<file path="src/rtl/sram_access_arbiter.sv">
// sram_access_arbiter: single-port frame-buffer SRAM arbiter/sequencer.
// Reads (VGA fetch) win, but writes get a turn after STARVE_MAX reads.
// Ports: Clk/Reset_N; rd_req/rd_addr -> rd_ack/rd_data/rd_valid;
//   wr_req/wr_addr/wr_data -> wr_ack/wr_done; SRAM_ADDRESS,
//   DATA_to_SRAM, DATA_from_SRAM, SRAM_OE_N, SRAM_WE_N, bus_drive.
module sram_access_arbiter #(
  parameter int ADDR_W        = 20,
  parameter int DATA_W        = 16,
  parameter int ACCESS_CYCLES = 2,
  parameter int STARVE_MAX    = 4
) (
  input  logic              Clk,
  input  logic              Reset_N,
  input  logic              rd_req,
  input  logic [ADDR_W-1:0] rd_addr,
  output logic              rd_ack,
  output logic [DATA_W-1:0] rd_data,
  output logic              rd_valid,
  input  logic              wr_req,
  input  logic [ADDR_W-1:0] wr_addr,
  input  logic [DATA_W-1:0] wr_data,
  output logic              wr_ack,
  output logic              wr_done,
  output logic [ADDR_W-1:0] SRAM_ADDRESS,
  output logic [DATA_W-1:0] DATA_to_SRAM,
  input  logic [DATA_W-1:0] DATA_from_SRAM,
  output logic              SRAM_OE_N,
  output logic              SRAM_WE_N,
  output logic              bus_drive
);

  localparam int CNT_W = (ACCESS_CYCLES > 1) ?
                         $clog2(ACCESS_CYCLES) : 1;
  localparam int STK_W = $clog2(STARVE_MAX + 1);

  localparam logic [CNT_W-1:0] CNT_LOAD = CNT_W'(ACCESS_CYCLES - 1);
  localparam logic [STK_W-1:0] STK_MAX  = STK_W'(STARVE_MAX);

  typedef enum logic [2:0] {
    IDLE,
    RD,
    WR_SETUP,
    WR_STROBE,
    WR_HOLD
  } state_t;

  state_t           state;
  logic [CNT_W-1:0] cnt;
  logic [STK_W-1:0] streak;

  logic grant_wr;
  logic grant_rd;

  assign grant_wr = wr_req && (streak == STK_MAX || !rd_req);
  assign grant_rd = !grant_wr && rd_req;

  always_ff @(posedge Clk or negedge Reset_N) begin
    if (!Reset_N) begin
      state        <= IDLE;
      cnt          <= '0;
      streak       <= '0;
      rd_ack       <= 1'b0;
      rd_valid     <= 1'b0;
      rd_data      <= '0;
      wr_ack       <= 1'b0;
      wr_done      <= 1'b0;
      SRAM_ADDRESS <= '0;
      DATA_to_SRAM <= '0;
      SRAM_OE_N    <= 1'b1;
      SRAM_WE_N    <= 1'b1;
      bus_drive    <= 1'b0;
    end else begin
      rd_ack   <= 1'b0;
      rd_valid <= 1'b0;
      wr_ack   <= 1'b0;
      wr_done  <= 1'b0;
      unique case (state)
        IDLE: begin
          unique case (1'b1)
            grant_wr: begin
              state        <= WR_SETUP;
              SRAM_ADDRESS <= wr_addr;
              DATA_to_SRAM <= wr_data;
              wr_ack       <= 1'b1;
              bus_drive    <= 1'b1;
              streak       <= '0;
            end
            grant_rd: begin
              state        <= RD;
              SRAM_ADDRESS <= rd_addr;
              rd_ack       <= 1'b1;
              SRAM_OE_N    <= 1'b0;
              cnt          <= CNT_LOAD;
              if (!wr_req)
                streak <= '0;
              else if (streak != STK_MAX)
                streak <= streak + 1'b1;
            end
            default: begin
              if (!wr_req)
                streak <= '0;
            end
          endcase
        end
        RD: begin
          if (cnt == '0) begin
            state     <= IDLE;
            SRAM_OE_N <= 1'b1;
            rd_data   <= DATA_from_SRAM;
            rd_valid  <= 1'b1;
          end else begin
            cnt <= cnt - 1'b1;
          end
        end
        WR_SETUP: begin
          state     <= WR_STROBE;
          SRAM_WE_N <= 1'b0;
          cnt       <= CNT_LOAD;
        end
        WR_STROBE: begin
          if (cnt == '0) begin
            state     <= WR_HOLD;
            SRAM_WE_N <= 1'b1;
            wr_done   <= 1'b1;
          end else begin
            cnt <= cnt - 1'b1;
          end
        end
        WR_HOLD: begin
          state     <= IDLE;
          bus_drive <= 1'b0;
        end
        default: begin
          state     <= IDLE;
          SRAM_OE_N <= 1'b1;
          SRAM_WE_N <= 1'b1;
          bus_drive <= 1'b0;
        end
      endcase
    end
  end

endmodule

</file>
<file path="config.mk">
export PLATFORM = sky130hd
export DESIGN_NAME = sram_access_arbiter
export DESIGN_NICKNAME = d
export VERILOG_FILES = /design/src/rtl/sram_access_arbiter.sv
export SDC_FILE = /design/constraint.sdc
export NUM_CORES = 1
export LEC_CHECK = 0
export BUFFER_PORTS_ARGS = -buffer_cell sky130_fd_sc_hd__buf_2
export CAP_MARGIN = 20
export CELL_PAD_IN_SITES_DETAIL_PLACEMENT = 1
export CELL_PAD_IN_SITES_GLOBAL_PLACEMENT = 2
export CORE_ASPECT_RATIO = 1.75
export CORE_MARGIN = 2
export CORE_UTILIZATION = 30
export CTS_CLUSTER_DIAMETER = 150
export CTS_CLUSTER_SIZE = 40
export DETAILED_ROUTE_END_ITERATION = 8
export GPL_TIMING_DRIVEN = 1
export PLACE_DENSITY_LB_ADDON = 0.1
export SYNTH_ARGS = -nofsm -noshare
export SYNTH_HDL_FRONTEND = slang
export SYNTH_SLANG_ARGS = --single-unit
</file>
<file path="constraint.sdc">
create_clock -name Clk -period 2.9 [get_ports Clk]
set_input_delay 0.435 -clock Clk [delete_from_list [all_inputs] [get_ports Clk]]
set_output_delay 0.435 -clock Clk [all_outputs]
set_load 0.1 [all_outputs]
</file>
==> run metrics <==
drt total wl=8.129 mm; clock tree buffer depth=2; Worst Path Required=3.11 ns; Worst Path Class, Setup=flop to flop; fraction of the yosys area taken by sequential cells=56.88%; slowest cell on the critical path=dfrtp_1; Vias=2523; via density per instance=4.967; RSZ-0062 raised after global routing=false; launching point of the worst reg2reg path=state[2]$_DFFE_PN0P_; number of cell rows=47; area of the multi-input gates=1126 um2; number of synthesized flops with an enable pin=0; detailed-placement wirelength estimate=5.779 mm; top cell type's share of synthesized area=55.08%; synthesized area per cell=11.54 um2; vias in the first global route=2666; Starting Density=30.71%; flip-flop cell with the highest count after synthesis=dfrtp_1; number of placed I/O pins=135; aggregate global-route resource usage=16.16%; post-synthesis cell type with the largest combined area=dfrtp_1; drt drc=0; final critical delay including setup and external delays=1.900 ns; number of gates given a new drive strength after cts=0; Compound-Gate Fraction of Synth Area=14.89%; Worst Reg2Reg Path Length in Cells=4; iteration-0 DRC count of the detailed router=72; clock tree from TritonCTS=done; kind of capture point of the worst setup path=flop; maximum capacitance violations=0; antenna violations before repair=0; average wire length per cell after detail routing=16.00 um; number of CTS-inserted buffers=9; ANT cells=0; number of warning messages in the yosys log=0; Post-Synth XOR/XNOR Area=0%; maximum single-stage delay on the critical path=0.51 ns; FMAX=526.4 MHz; critical path data arrival time=2.11 ns; global-route wire length before repair=13.27 mm; number of failing hold endpoints at the final stage=0; worst reg-to-reg setup slack=1.00 ns; die extent in y=134.2 um; Pins Over Slew Limit=0; Skew-Pair Late Insertion Delay=0.33 ns; remaining antenna violation count after routing=0; most frequent cells after synthesis=dfrtp_1 (64), a21oi_1 (24), mux2_2 (24), o21ai_0 (24), nand3_1 (22); fraction of final layout cells with drive strength greater than 1=50.52%; worst-path fanout max=25; Clk Tree Root Cell=clkbuf_16; Hold WC Path Type=input port to async pin; category of the worst setup path launch point=flop; Horiz. Die Dim=78.42 um; Setup TNS=0 ns; Post-Route Skew=0.003906 ns; count of buffers from port buffering=134; First-pass DRT Iterations=4; cells after synthesis=252; largest net degree at the start of global routing=38; Synth Area in Simple Gates=9.423%; FF+latch count, synth=66; most frequently used cell type in the post-synthesis netlist=dfrtp_1; post-cts hold buffer count=0; syn nets=330; final worst hold slack=0.1717 ns; Final Cycle Share=65.51%; terminus of the critical flop-to-flop path=DATA_to_SRAM[12]$_DFFE_PN0P_; Async SR Flop Fraction=100.0%; Sequential Area=1654 um2; run status=finished, final reports clean; area enclosed by the die boundary=10530 um2; H-tree depth=3; number of distinct library cells after synthesis=33; area delta synth->final=38.21%; Fill cells=1099; count of endpoints failing setup in the final report=0; Sinks on Clock Net=66; clock input transition at the sequential cells of the worst setup and hold paths=0.05 ns; Post-CTS Setup Bufs=0; normalized max-slew margin=51.09%; area of the core=9468 um2; Final nets=459; fraction of synthesized area in multiplexers=13.43%; Worst Tran Pin Value=0.7337 ns; GP Congestion=0.7162; area share of fa/ha/maj cells after synthesis=0.8606%; netlist area before placement=2908 um2; worst path cell trace=nor3_4, buf_4, nand3_4, mux2_4; overflow left after global routing=0; main area contributors after synthesis=dfrtp_1 (55%), mux2_2 (9.3%), a31oi_1 (4.3%); main combinational cell family by area after synthesis=compound AO/OA/AOI/OAI gates
routing by layer:
metal  track usage, %  routed length (um)  up-vias
met5                0                   0        -
met3            4.105                 449       23
met1            18.05                3126     1225
li1                 -                   -     1173
met4            7.602                 243        0
met2            28.40                4310      102
per-stage QoR:
step                cells  setup slack (ns)  area [um2]  util (%)
floorplan             252             1.279        2908         -
global placement      492            0.8429        3680     38.87
detailed placement    492            0.8402        3680     38.87
CTS                   508            0.9679        4019     42.45
global route          508            0.8669        4019     42.45
finish                508             1.000        4019     42.45
worst max-delay path by stage:
stage / start / to / slack (ns) / cells past startpoint
finish: state[2]$_DFFE_PN0P_ / DATA_to_SRAM[12]$_DFFE_PN0P_ / 1.00 / 4
global placement: rd_req / SRAM_ADDRESS[13]$_DFFE_PN0P_ / 0.84 / 5
floorplan: rd_req / DATA_to_SRAM[10]$_DFFE_PN0P_ / 1.28 / 5
CTS: state[2]$_DFFE_PN0P_ / DATA_to_SRAM[7]$_DFFE_PN0P_ / 0.97 / 4
global route: state[2]$_DFFE_PN0P_ / DATA_to_SRAM[11]$_DFFE_PN0P_ / 0.87 / 4
detailed placement: rd_req / SRAM_ADDRESS[14]$_DFFE_PN0P_ / 0.84 / 5
logic make-up after synthesis:
kind of cell / count (synthesis)
muxes: 32
and+or+nand+nor: 48
adders and majority gates: 2
AOI/OAI and AO/OA: 76
buffers and inverters: 28
DFF: 66
cell usage in the layout (no fill, tap or decap), types with 2 or more instances in the layout:
master,n
o21ai_0,24
mux2_4,8
bufinv_16,2
inv_1,7
clkbuf_16,9
nor3_1,5
nor2b_1,5
a31oi_1,20
dfstp_2,2
buf_4,4
nand2b_1,2
nand3_1,22
clkbuf_8,3
nand2_1,3
mux2_2,24
a21oi_1,23
nor2_1,4
buf_2,134
o31ai_1,2
ha_1,2
dfrtp_1,64
registers in the layout, indices dropped and copies added, names as in the netlist, 3 cells and up:
register and count:
DATA_to_SRAM 16, streak 3, SRAM_ADDRESS 20, state 3, rd_data 16
worst max-delay path: cells and delay by family, from the launching register on:
family	cells	cell delay [ns]
AND/OR/NAND/NOR	2	0.55
flip-flops	1	0.51
multiplexers	1	0.39
buffers and inverters	1	0.32
layout make-up:
| cell class | count | share of cell area [%] |
|---|---|---|
| sequential | 66 | 41.16 |
| timing repair buffer | 139 | 17.93 |
| tap | 122 | 3.798 |
| multi-input combinational | 158 | 28.02 |
| clock inverter | 4 | 1.806 |
| inverter | 7 | 0.6538 |
| clock buffer | 12 | 6.631 |
Power is left out: the tool's default activity adds up to more than one toggle a clock period on the data nets, which glitch-free logic cannot reach.
